<file path="src/rtl/uart_calc_command_parser_pkg.sv">
// Shared types and ASCII constants for the UART calculator command parser.
package uart_calc_pkg;

    typedef enum logic [1:0] {
        OP_ADD,
        OP_SUB,
        OP_MUL,
        OP_DIV
    } op_t;

    typedef enum logic [2:0] {
        CLS_DIGIT,
        CLS_OP,
        CLS_SPACE,
        CLS_TERM,
        CLS_OTHER
    } byte_class_t;

    typedef enum logic [2:0] {
        ST_IDLE,
        ST_OPA,
        ST_OPB_START,
        ST_OPB,
        ST_HOLD,
        ST_DISCARD
    } parse_state_t;

    localparam logic [7:0] ASCII_CR    = 8'h0D;
    localparam logic [7:0] ASCII_LF    = 8'h0A;
    localparam logic [7:0] ASCII_SPACE = 8'h20;
    localparam logic [7:0] ASCII_0     = 8'h30;
    localparam logic [7:0] ASCII_9     = 8'h39;
    localparam logic [7:0] ASCII_PLUS  = 8'h2B;
    localparam logic [7:0] ASCII_MINUS = 8'h2D;
    localparam logic [7:0] ASCII_STAR  = 8'h2A;
    localparam logic [7:0] ASCII_SLASH = 8'h2F;

endpackage

</file>
<file path="src/rtl/uart_calc_command_parser_if.sv">
// Byte stream in, parsed command out. The master is the byte source / calculator side.
interface uart_calc_command_parser_if #(
    parameter int WIDTH = 16
);
    import uart_calc_pkg::*;

    logic [7:0]       byte_data;
    logic             byte_ready;
    logic [WIDTH-1:0] operand_a;
    logic [WIDTH-1:0] operand_b;
    op_t              opcode;
    // A command transfers on every rising edge where cmd_valid && cmd_ready; once raised,
    // cmd_valid and the operand/opcode fields stay stable until that transfer happens.
    logic             cmd_valid;
    logic             cmd_ready;
    logic             error;
    logic             busy;
    parse_state_t     dbg_state;

    modport master (
        output byte_data, byte_ready, cmd_ready,
        input  operand_a, operand_b, opcode, cmd_valid, error, busy, dbg_state
    );

    modport slave (
        input  byte_data, byte_ready, cmd_ready,
        output operand_a, operand_b, opcode, cmd_valid, error, busy, dbg_state
    );

endinterface

</file>
<file path="src/rtl/uart_calc_ascii_classifier.sv">
// Combinational split of one ASCII byte into class, digit value and operator.
module uart_calc_ascii_classifier
    import uart_calc_pkg::*;
(
    input  logic [7:0]  i_byte,
    output byte_class_t o_class,
    output logic [3:0]  o_digit,
    output op_t         o_op
);

    always_comb begin
        o_class = CLS_OTHER;
        o_digit = 4'd0;
        o_op    = OP_ADD;
        if (i_byte >= ASCII_0 && i_byte <= ASCII_9) begin
            o_class = CLS_DIGIT;
            o_digit = 4'(i_byte - ASCII_0);
        end else begin
            case (i_byte)
                ASCII_PLUS:  begin o_class = CLS_OP; o_op = OP_ADD; end
                ASCII_MINUS: begin o_class = CLS_OP; o_op = OP_SUB; end
                ASCII_STAR:  begin o_class = CLS_OP; o_op = OP_MUL; end
                ASCII_SLASH: begin o_class = CLS_OP; o_op = OP_DIV; end
                ASCII_SPACE: o_class = CLS_SPACE;
                ASCII_CR,
                ASCII_LF:    o_class = CLS_TERM;
                default:     o_class = CLS_OTHER;
            endcase
        end
    end

endmodule

</file>
<file path="src/rtl/uart_calc_command_parser.sv">
// Parses "<A><op><B><CR|LF>" byte streams into one command per line; bad lines flag error.
module uart_calc_command_parser
    import uart_calc_pkg::*;
#(
    parameter int WIDTH      = 16,
    parameter int MAX_DIGITS = 5
) (
    input logic                       clock,
    input logic                       reset,
    uart_calc_command_parser_if.slave bus
);

    localparam int CW = $clog2(MAX_DIGITS + 1);

    parse_state_t     r_state;
    parse_state_t     w_state_next;
    logic [WIDTH-1:0] r_operand_a;
    logic [WIDTH-1:0] r_operand_b;
    op_t              r_opcode;
    logic [CW-1:0]    r_count;
    logic             r_error;

    byte_class_t      w_class;
    logic [3:0]       w_digit;
    op_t              w_op;
    logic             w_is_digit, w_is_op, w_is_term, w_is_other, w_digit_full;
    logic             w_err_set, w_load_a, w_acc_a, w_load_b, w_acc_b, w_latch_op;
    logic             w_cmd_valid, w_busy;
    logic [WIDTH-1:0] w_digit_ext, w_acc_a_val, w_acc_b_val;

    uart_calc_ascii_classifier u_classifier (
        .i_byte  (bus.byte_data),
        .o_class (w_class),
        .o_digit (w_digit),
        .o_op    (w_op)
    );

    // Spaces fall through every class strobe, so they are ignored in all states.
    assign w_is_digit   = bus.byte_ready && (w_class == CLS_DIGIT);
    assign w_is_op      = bus.byte_ready && (w_class == CLS_OP);
    assign w_is_term    = bus.byte_ready && (w_class == CLS_TERM);
    assign w_is_other   = bus.byte_ready && (w_class == CLS_OTHER);
    assign w_digit_full = (r_count == CW'(MAX_DIGITS));
    assign w_digit_ext  = WIDTH'(w_digit);
    assign w_acc_a_val  = (r_operand_a << 3) + (r_operand_a << 1) + w_digit_ext;
    assign w_acc_b_val  = (r_operand_b << 3) + (r_operand_b << 1) + w_digit_ext;

    always_ff @(posedge clock or posedge reset) begin
        if (reset) r_state <= ST_IDLE;
        else       r_state <= w_state_next;
    end

    always_comb begin
        w_state_next = r_state;
        case (r_state)
            ST_IDLE: begin
                if (w_is_digit)                  w_state_next = ST_OPA;
                else if (w_is_op || w_is_other)  w_state_next = ST_DISCARD;
            end
            ST_OPA: begin
                if (w_is_digit && w_digit_full)  w_state_next = ST_DISCARD;
                else if (w_is_op)                w_state_next = ST_OPB_START;
                else if (w_is_term)              w_state_next = ST_IDLE;
                else if (w_is_other)             w_state_next = ST_DISCARD;
            end
            ST_OPB_START: begin
                if (w_is_digit)                  w_state_next = ST_OPB;
                else if (w_is_term)              w_state_next = ST_IDLE;
                else if (w_is_op || w_is_other)  w_state_next = ST_DISCARD;
            end
            ST_OPB: begin
                if (w_is_digit && w_digit_full)  w_state_next = ST_DISCARD;
                else if (w_is_term)              w_state_next = ST_HOLD;
                else if (w_is_op || w_is_other)  w_state_next = ST_DISCARD;
            end
            ST_HOLD:    if (bus.cmd_ready) w_state_next = ST_IDLE;
            ST_DISCARD: if (w_is_term)     w_state_next = ST_IDLE;
            default:    w_state_next = ST_IDLE;
        endcase
    end

    always_comb begin
        w_cmd_valid = (r_state == ST_HOLD);
        w_busy      = (r_state != ST_IDLE);
        w_err_set   = 1'b0;
        w_load_a    = 1'b0;
        w_acc_a     = 1'b0;
        w_load_b    = 1'b0;
        w_acc_b     = 1'b0;
        w_latch_op  = 1'b0;
        case (r_state)
            ST_IDLE: begin
                w_load_a  = w_is_digit;
                w_err_set = w_is_op || w_is_other;
            end
            ST_OPA: begin
                w_acc_a    = w_is_digit && !w_digit_full;
                w_latch_op = w_is_op;
                w_err_set  = (w_is_digit && w_digit_full) || w_is_term || w_is_other;
            end
            ST_OPB_START: begin
                w_load_b  = w_is_digit;
                w_err_set = w_is_term || w_is_op || w_is_other;
            end
            ST_OPB: begin
                w_acc_b   = w_is_digit && !w_digit_full;
                w_err_set = (w_is_digit && w_digit_full) || w_is_op || w_is_other;
            end
            // Any byte landing while a command is parked is lost, handshake cycle included.
            ST_HOLD:  w_err_set = bus.byte_ready;
            default: ;
        endcase
    end

    always_ff @(posedge clock or posedge reset) begin
        if (reset) begin
            r_operand_a <= '0;
            r_operand_b <= '0;
            r_opcode    <= OP_ADD;
            r_count     <= '0;
            r_error     <= 1'b0;
        end else begin
            r_error <= w_err_set;
            if (w_load_a)      r_operand_a <= w_digit_ext;
            else if (w_acc_a)  r_operand_a <= w_acc_a_val;
            if (w_load_b)      r_operand_b <= w_digit_ext;
            else if (w_acc_b)  r_operand_b <= w_acc_b_val;
            if (w_latch_op)    r_opcode <= w_op;
            if (w_load_a || w_load_b)     r_count <= CW'(1);
            else if (w_acc_a || w_acc_b)  r_count <= r_count + CW'(1);
        end
    end

    assign bus.operand_a = r_operand_a;
    assign bus.operand_b = r_operand_b;
    assign bus.opcode    = r_opcode;
    assign bus.cmd_valid = w_cmd_valid;
    assign bus.error     = r_error;
    assign bus.busy      = w_busy;
    assign bus.dbg_state = r_state;

endmodule

</file>
<file path="src/flat_wrapper.sv">
// flat-port wrapper written by rule: the top's interface ports become plain ports
module uart_calc_command_parser_flat import uart_calc_pkg::*;
#(
    parameter int WIDTH      = 16,
    parameter int MAX_DIGITS = 5
)
  (clock, reset, bus_byte_data, bus_byte_ready, bus_cmd_ready, bus_operand_a, bus_operand_b, bus_opcode, bus_cmd_valid, bus_error, bus_busy, bus_dbg_state);
  uart_calc_command_parser_if #(.WIDTH(WIDTH)) bus_i ();
  input logic clock;
  input logic reset;
  input wire logic [$bits(bus_i.byte_data)-1:0] bus_byte_data;
  input wire logic [$bits(bus_i.byte_ready)-1:0] bus_byte_ready;
  input wire logic [$bits(bus_i.cmd_ready)-1:0] bus_cmd_ready;
  output wire logic [$bits(bus_i.operand_a)-1:0] bus_operand_a;
  output wire logic [$bits(bus_i.operand_b)-1:0] bus_operand_b;
  output wire logic [$bits(bus_i.opcode)-1:0] bus_opcode;
  output wire logic [$bits(bus_i.cmd_valid)-1:0] bus_cmd_valid;
  output wire logic [$bits(bus_i.error)-1:0] bus_error;
  output wire logic [$bits(bus_i.busy)-1:0] bus_busy;
  output wire logic [$bits(bus_i.dbg_state)-1:0] bus_dbg_state;
  assign bus_i.byte_data = bus_byte_data;
  assign bus_i.byte_ready = bus_byte_ready;
  assign bus_i.cmd_ready = bus_cmd_ready;
  assign bus_operand_a = bus_i.operand_a;
  assign bus_operand_b = bus_i.operand_b;
  assign bus_opcode = bus_i.opcode;
  assign bus_cmd_valid = bus_i.cmd_valid;
  assign bus_error = bus_i.error;
  assign bus_busy = bus_i.busy;
  assign bus_dbg_state = bus_i.dbg_state;
  uart_calc_command_parser #(.WIDTH(WIDTH), .MAX_DIGITS(MAX_DIGITS)) u_core (.clock(clock), .reset(reset), .bus(bus_i));
endmodule
</file>
<file path="config.mk">
export PLATFORM = sky130hd
export DESIGN_NAME = uart_calc_command_parser_flat
export DESIGN_NICKNAME = d
export VERILOG_FILES = /design/src/rtl/uart_calc_command_parser_pkg.sv /design/src/rtl/uart_calc_command_parser_if.sv /design/src/rtl/uart_calc_ascii_classifier.sv /design/src/rtl/uart_calc_command_parser.sv /design/src/flat_wrapper.sv
export SDC_FILE = /design/constraint.sdc
export NUM_CORES = 1
export LEC_CHECK = 0
export CAP_MARGIN = 20
export CORE_MARGIN = 1
export CORE_UTILIZATION = 40
export CTS_CLUSTER_DIAMETER = 80
export DETAILED_ROUTE_END_ITERATION = 7
export DONT_BUFFER_PORTS = 1
export GPL_TIMING_DRIVEN = 0
export HOLD_SLACK_MARGIN = 0.12
export PLACE_DENSITY_LB_ADDON = 0.05
export SYNTH_ARGS = -nofsm -noshare
export SYNTH_HDL_FRONTEND = slang
export SYNTH_SLANG_ARGS = --single-unit
</file>
<file path="constraint.sdc">
create_clock -name clock -period 2.9 [get_ports clock]
set_clock_uncertainty 0.1 [all_clocks]
set_input_delay 0.29 -clock clock [delete_from_list [all_inputs] [get_ports clock]]
set_output_delay 0.29 -clock clock [all_outputs]
set_load 0.1 [all_outputs]
</file>
* Word-level counts from Yosys, hierarchy flattened
Index checks and enable logic that the tools add are counted.
Storage, ports and cells: register bits 41, input port bits 12, output and inout port bits 40, word-level logic and storage cells 89
Cells by class: add/subtract/negate cells 6, $lt $le $gt $ge 2, eq/ne operators 19, muxes and demuxes 30, reductions and logical operators 26
Operators by type and width (count):
- 16-bit two-way mux | 4
- 3-bit two-way mux | 15
- 8-bit by 6-bit equality test with 1-bit output (second input constant) | 5
- 16-bit adder | 2
- 16-bit by 4-bit adder with 16-bit output | 2
- 3-bit one-hot mux with 6 select lines | 1
- 8-bit by 4-bit equality test with 1-bit output (second input constant) | 2
- 3-bit equality test (second input constant) | 4
- 3-bit by 2-bit equality test with 1-bit output (second input constant) | 3
- 1-bit logical OR | 9
- 3-bit one-hot mux with 3 select lines | 1
- 8-bit by 6-bit >= comparator with 1-bit output (second input constant) | 1
- 8-bit by 6-bit less-or-equal comparator with 1-bit output (second input constant) | 1
- 1-bit logical AND | 7
- 3-bit by 1-bit equality test with 1-bit output (second input constant) | 2
- 3-bit zero test | 2
- 2-bit one-hot mux with 3 select lines | 1
- 2-bit nonzero test | 3
- 1-bit two-way mux | 5
- 5-bit by 1-bit inequality test with 1-bit output (second input constant) | 1
- 1-bit one-hot mux with 5 select lines | 1
- 4-bit two-way mux | 1
- 4-bit OR reduction | 1
- 4-bit by 1-bit subtractor with 4-bit output (second input constant) | 1
- 8 further kinds | 8

* Longest topological paths before layout
depth after elaboration 11, gate-level depth with buffers 15, depth with buffers taken out 13

* Modules after synthesis
A second synthesis with hierarchy kept.
Second synthesis, totals: cell total of the unflattened synthesis 414, area, all modules 3738.6 um^2
Modules (own cells, without submodules):
- uart_calc_command_parser | instances 1, cells an instance 388, area each 3557.2 um^2
- uart_calc_ascii_classifier | instances 1, cells an instance 26, area each 181.4 um^2

* Worst setup path before layout
No wires, ideal clock.
path type input to register, from in bus_byte_data[2], to reg u_core.r_operand_b[14], in the netlist u_core.bus.operand_b[14], library setup time 0.073 ns, data arrival time 3.338 ns, setup slack -0.611 ns, stages on the path 15, buffers on the path 2, cell sequence buf_2 o21ai_2 and3_1 clkbuf_1 nand2_1 xnor2_1 ha_1 inv_1 fa_1 nor2b_1 o21ai_0 a21boi_0 o2111ai_1 a2111o_1 nand3_1
Between the ends: cells in the longest elaborated chain, start to end 9
Ends and longest elaborated chain:
- from (decl) | RTL line flat_wrapper.sv:11 | input wire logic [$bits(bus_i.byte_data)-1:0] bus_byte_data;
- parallel branches: the longest is 9 deep, another holds 16-bit by 4-bit adder with 16-bit output
- to (signal assigned) | RTL line uart_calc_command_parser.sv:126 | if (w_load_b) r_operand_b <= w_digit_ext;
- to (signal assigned) | RTL line uart_calc_command_parser.sv:127 | else if (w_acc_b) r_operand_b <= w_acc_b_val;
- to (decl) | RTL line uart_calc_command_parser.sv:18 | logic [WIDTH-1:0] r_operand_b;
Several ways; the timed one is not identified. The select of a mux whose other input is x is not followed. A chain may end at the register's enable or synchronous reset.

* Worst setup path in the final report
from reg u_core.r_operand_a[0], in the netlist u_core.bus.operand_a[0], to reg u_core.r_operand_a[15], in the netlist u_core.bus.operand_a[15]
Between the ends: cells in the longest elaborated chain, start to end 4
Ends and longest elaborated chain:
- from (decl) | RTL line uart_calc_command_parser.sv:17 | logic [WIDTH-1:0] r_operand_a;
- from (signal assigned) | RTL line uart_calc_command_parser.sv:124 | if (w_load_a) r_operand_a <= w_digit_ext;
- from (signal assigned) | RTL line uart_calc_command_parser.sv:125 | else if (w_acc_a) r_operand_a <= w_acc_a_val;
- 16-bit adder | RTL line uart_calc_command_parser.sv:45 | assign w_acc_a_val = (r_operand_a << 3) + (r_operand_a << 1) + w_digit_ext;
- 16-bit by 4-bit adder with 16-bit output | RTL line uart_calc_command_parser.sv:45
- 16-bit two-way mux | RTL line uart_calc_command_parser.sv:125
- 16-bit two-way mux | RTL line uart_calc_command_parser.sv:124
Every way passes these cells. The select of a mux whose other input is x is not followed.

==> impl_results.html <==
<table>
<tr><th>Metric</th><th>Value</th></tr>
<tr><th colspan="2">Logic synthesis</th></tr>
<tr><td>Synthesized-area fraction occupied by adder cells</td><td>20.0%</td></tr>
<tr><td>Largest cells by area after synthesis</td><td>sky130_fd_sc_hd__dfrtp_1 (28%), sky130_fd_sc_hd__ha_1 (19%), sky130_fd_sc_hd__nand2_1 (4.5%), sky130_fd_sc_hd__xnor2_1 (3.6%), sky130_fd_sc_hd__o21ai_0 (2.4%)</td></tr>
<tr><td>Largest area contributor in the netlist</td><td>sky130_fd_sc_hd__dfrtp_1</td></tr>
<tr><td>Largest family of logic cells by synthesized area</td><td>compound AO/OA/AOI/OAI gates</td></tr>
<tr><td>Synthesized-area fraction occupied by xor and xnor cells</td><td>5.22%</td></tr>
<tr><td>Prevailing post-synth register cell</td><td>sky130_fd_sc_hd__dfrtp_1</td></tr>
<tr><td>Synthesized area per cell</td><td>8.99 sq um</td></tr>
<tr><td>Top post-synthesis cells by count</td><td>sky130_fd_sc_hd__ha_1 (56), sky130_fd_sc_hd__nand2_1 (44), sky130_fd_sc_hd__dfrtp_1 (41)</td></tr>
<tr><td>Synth top area share</td><td>27.8%</td></tr>
<tr><td>Complex-gate fraction of the synthesized area</td><td>22.2%</td></tr>
<tr><td>Mux cell area share after synthesis</td><td>0.880%</td></tr>
<tr><td>Synthesized Nets</td><td>481</td></tr>
<tr><td>Cell with the most instances after synthesis</td><td>sky130_fd_sc_hd__ha_1</td></tr>
<tr><td>Warning count from the yosys run</td><td>0</td></tr>
<tr><td>Synthesized cell area</td><td>0.00369 sq mm</td></tr>
<tr><td>Share of flip-flops with an asynchronous set or reset</td><td>100%</td></tr>
<tr><td>Count of cell types in the netlist</td><td>67</td></tr>
<tr><td>Post-synth EDFFs</td><td>0</td></tr>
<tr><td>Basic-gate share of the synthesized area counting and, or, nand and nor cells</td><td>19.6%</td></tr>
<tr><td>Syn Inst Count</td><td>411</td></tr>
<tr><td>Post-synthesis sequential element count</td><td>41</td></tr>
<tr><td>Fraction of the yosys area taken by sequential cells</td><td>27.8%</td></tr>
<tr><th colspan="2">Run status</th></tr>
<tr><td>Failing checks</td><td>DRC</td></tr>
<tr><td>Run status</td><td>complete, but fails checks</td></tr>
<tr><th colspan="2">Floorplan</th></tr>
<tr><td>Core area</td><td>0.00885 sq mm</td></tr>
<tr><td>Die W</td><td>98.1 microns</td></tr>
<tr><td>Top-level port count</td><td>52</td></tr>
<tr><td>Height of the die</td><td>98.1 microns</td></tr>
<tr><td>Area enclosed by the die boundary</td><td>0.00963 sq mm</td></tr>
<tr><td>Number of core rows</td><td>34</td></tr>
<tr><td>Initial standard-cell utilization of the core</td><td>41.8%</td></tr>
<tr><th colspan="2">Clocking</th></tr>
<tr><td>Skew-Pair Late Insertion Delay</td><td>290 ps</td></tr>
<tr><td>CTS tree</td><td>done</td></tr>
<tr><td>Number of levels the H-tree was split into</td><td>2</td></tr>
<tr><td>Clock-pin slew on the worst setup and hold paths</td><td>90 ps</td></tr>
<tr><td>Number of buffers added by the clock tree synthesis step</td><td>5</td></tr>
<tr><td>Maximum clock insertion buffer count</td><td>2</td></tr>
<tr><td>Clk root buf</td><td>sky130_fd_sc_hd__clkbuf_8</td></tr>
<tr><td>Clock Sinks</td><td>41</td></tr>
<tr><th colspan="2">Worst setup path</th></tr>
<tr><td>Largest delay share family, worst path</td><td>compound AO/OA/AOI/OAI gates</td></tr>
<tr><td>Crit path arrival time</td><td>2910 ps</td></tr>
<tr><td>Buffering stage count on the worst path with inverters included</td><td>1</td></tr>
<tr><td>Critical Path, Cell by Cell</td><td>xnor2_2, ha_1, buf_4, ha_1, a21oi_1, o21ai_1, o22ai_2, o221ai_1, xnor2_1, o21ai_1</td></tr>
<tr><td>Longest individual stage delay on the worst path</td><td>650 ps</td></tr>
<tr><td>Crit-path slowest cell</td><td>sky130_fd_sc_hd__dfrtp_4</td></tr>
<tr><td>Largest fanout on the critical path</td><td>5</td></tr>
<tr><td>Worst Setup Start Kind</td><td>register</td></tr>
<tr><td>Worst path required time</td><td>2970 ps</td></tr>
<tr><td>Category of the critical setup timing path</td><td>reg -&gt; reg</td></tr>
<tr><td>Critical path endpoint category</td><td>register</td></tr>
<tr><th colspan="2">STA</th></tr>
<tr><td>Final worst path period need</td><td>2840 ps</td></tr>
<tr><td>Count of endpoints failing setup in the final report</td><td>0</td></tr>
<tr><td>Setup TNS Final</td><td>0 ps</td></tr>
<tr><td>Worst slew pin tran</td><td>1020 ps</td></tr>
<tr><td>Unrepaired setup endpoints after global routing</td><td>true</td></tr>
<tr><td>Hold Slack</td><td>161 ps</td></tr>
<tr><td>Fmax</td><td>351 MHz</td></tr>
<tr><td>Period Utilization, post-route</td><td>98.1%</td></tr>
<tr><td>Max-slew headroom at the worst pin</td><td>32.3%</td></tr>
<tr><td>Post-route setup slack</td><td>55.0 ps</td></tr>
<tr><td>Number of failing hold endpoints at the final stage</td><td>0</td></tr>
<tr><td>Final Max Slew Viols</td><td>0</td></tr>
<tr><th colspan="2">Power and ir drop</th></tr>
<tr><td>Peak supply drop</td><td>0.000806 V</td></tr>
<tr><td>Leak pwr</td><td>1.91 nW</td></tr>
<tr><td>Cell area power density</td><td>428 mW/mm^2</td></tr>
<tr><td>Sum of internal, switching and leakage power</td><td>1.86 mW</td></tr>
<tr><th colspan="2">Placement</th></tr>
<tr><td>Post-place setup slack</td><td>-445 ps</td></tr>
<tr><td>Detailed placer's ending HPWL</td><td>7040 microns</td></tr>
<tr><td>Number of port buffers</td><td>0</td></tr>
<tr><td>Final weighted congestion of routability-driven global placement</td><td>0.811</td></tr>
<tr><th colspan="2">Drt</th></tr>
<tr><td>Initial detailed-routing violation count</td><td>97</td></tr>
<tr><td>DRT Wirelength</td><td>9280 microns</td></tr>
<tr><td>Average wire per cell in the routed design</td><td>17.3 microns</td></tr>
<tr><td>First-pass iteration count of the detailed router</td><td>8</td></tr>
<tr><td>Routed via count divided by cell count</td><td>5.83</td></tr>
<tr><td>Via count</td><td>3126</td></tr>
<tr><td>Post-route DRC</td><td>6</td></tr>
<tr><td>Antenna-violating nets left</td><td>0</td></tr>
<tr><th colspan="2">Min path</th></tr>
<tr><td>Worst Hold Class</td><td>in -&gt; reg</td></tr>
<tr><th colspan="2">Cells and area</th></tr>
<tr><td>Core occupancy in the finished layout</td><td>49.1%</td></tr>
<tr><td>Share of final-layout standard cells stronger than drive strength 1</td><td>24.1%</td></tr>
<tr><td>Area growth from synthesis to final layout</td><td>17.6%</td></tr>
<tr><td>Ant diodes</td><td>0</td></tr>
<tr><td>Final net count</td><td>497</td></tr>
<tr><th colspan="2">GRT</th></tr>
<tr><td>Via count of the first global-routing pass</td><td>3110</td></tr>
<tr><td>Total overflow reported by the global router</td><td>0</td></tr>
<tr><td>All-Layer GR Usage</td><td>20.2%</td></tr>
<tr><td>Maximum number of pins on one net before global-route repair</td><td>35</td></tr>
<tr><td>Initial antenna violation count</td><td>0</td></tr>
<tr><td>Global-route wire length before repair</td><td>15800 microns</td></tr>
<tr><th colspan="2">Run</th></tr>
<tr><td>Maximum capacitance violations</td><td>0</td></tr>
</table>
[where the power goes]
part,switching [mW],internal (mW),leakage (nW)
logic,0.327,0.190,1.36
clock network,0.218,0.168,0.0450
registers,0.333,0.625,0.501
total,0.878,0.982,1.91
[cell families after synthesis]
| logic type | Yosys count |
|---|---|
| buffers and inverters | 38 |
| xor gates and xnor gates | 22 |
| muxes | 3 |
| AOI/OAI and AO/OA | 117 |
| adders and majority gates | 58 |
| and+or+nand+nor | 132 |
| DFF | 41 |
[layout make-up]
| class | count | area, sq um |
|---|---|---|
| Buffer | 15 | 96.3 |
| Clock buffer | 6 | 72.6 |
| Clock inverter | 2 | 10.0 |
| Fill cell | 847 | 4500 |
| Inverter | 22 | 82.6 |
| Multi-Input combinational cell | 332 | 2760 |
| Sequential cell | 41 | 1090 |
| Tap cell | 108 | 135 |
| Timing Repair Buffer | 10 | 92.6 |
[what timing repair did]
action	CTS	global route
pin swaps	4	24
gates resized for setup	34	25
setup buffers	2	5
endpoints found under the setup margin	24	21
hold buffers	2	0
hold endpoints to repair	43	0
[path summary, 6_finish.rpt]
kind                                         startpoint                  endpoint  slack (ps)  depth (start not counted)
worst max-delay path            u_core.bus.operand_a[0]  u_core.bus.operand_a[15]          60                         10
worst min-delay path                   bus_byte_data[1]      u_core.bus.opcode[1]         160                          3
min in group asynchronous                         reset   u_core.bus.operand_a[5]         260                          2
worst min register to register        u_core.r_count[1]         u_core.r_count[1]         480                          2
worst max register to register  u_core.bus.operand_a[0]  u_core.bus.operand_a[15]          60                         10
max in group asynchronous                         reset   u_core.bus.operand_b[1]        1970                          3
[through the flow]
stage          area (sq um)  std cells
2_1_floorplan          3830        411
5_1_grt                4350        536
3_3_place_gp           3970        519
4_1_cts                4200        532
6_report               4350        536
3_5_place_dp           3990        520
[layer usage]
metal / wire length, microns / GRT usage (%) / vias to the layer above
met3: 439 / 3.44 / 6
met1: 4530 / 28.2 / 1491
li1: - / - / 1567
met5: 0 / 0 / -
met2: 4250 / 33.0 / 62
met4: 62 / 3.61 / 0
[state kept, by name, indices dropped and copies added, names as in the netlist]
register and flops:
u_core.bus.opcode 2, u_core.r_count 3, u_core.bus.error 1, u_core.bus.operand_a 16, u_core.bus.operand_b 16, u_core.bus.dbg_state 3
[cell usage in the layout, fill, tap and decap left out, types with 5 or more instances in the layout]
cell type / netlist / final
sky130_fd_sc_hd__dfrtp_2: 0 / 15
sky130_fd_sc_hd__nand3_1: 11 / 11
sky130_fd_sc_hd__ha_1: 56 / 46
sky130_fd_sc_hd__clkbuf_8: 0 / 5
sky130_fd_sc_hd__xor2_1: 7 / 7
sky130_fd_sc_hd__clkbuf_1: 10 / 9
sky130_fd_sc_hd__o21ai_1: 9 / 11
sky130_fd_sc_hd__xnor2_1: 15 / 13
sky130_fd_sc_hd__dfrtp_1: 41 / 13
sky130_fd_sc_hd__nor3_1: 9 / 9
sky130_fd_sc_hd__buf_4: 1 / 7
sky130_fd_sc_hd__or4_1: 5 / 5
sky130_fd_sc_hd__inv_1: 22 / 20
sky130_fd_sc_hd__and3_1: 7 / 6
sky130_fd_sc_hd__ha_4: 0 / 6
sky130_fd_sc_hd__o31ai_1: 7 / 7
sky130_fd_sc_hd__nor2_1: 15 / 15
sky130_fd_sc_hd__nand2_1: 44 / 43
sky130_fd_sc_hd__a21o_1: 7 / 7
sky130_fd_sc_hd__o21ai_0: 18 / 14
sky130_fd_sc_hd__o21a_1: 10 / 10
sky130_fd_sc_hd__a21oi_1: 16 / 16
sky130_fd_sc_hd__dfrtp_4: 0 / 13
[tightest hold or removal path, delay by kind of cell]
| kind | cells | cell delay [ps] |
|---|---|---|
| multiplexers | 1 | 130 |
| AND/OR/NAND/NOR | 2 | 100 |
Power figures use the tool's default switching activity.
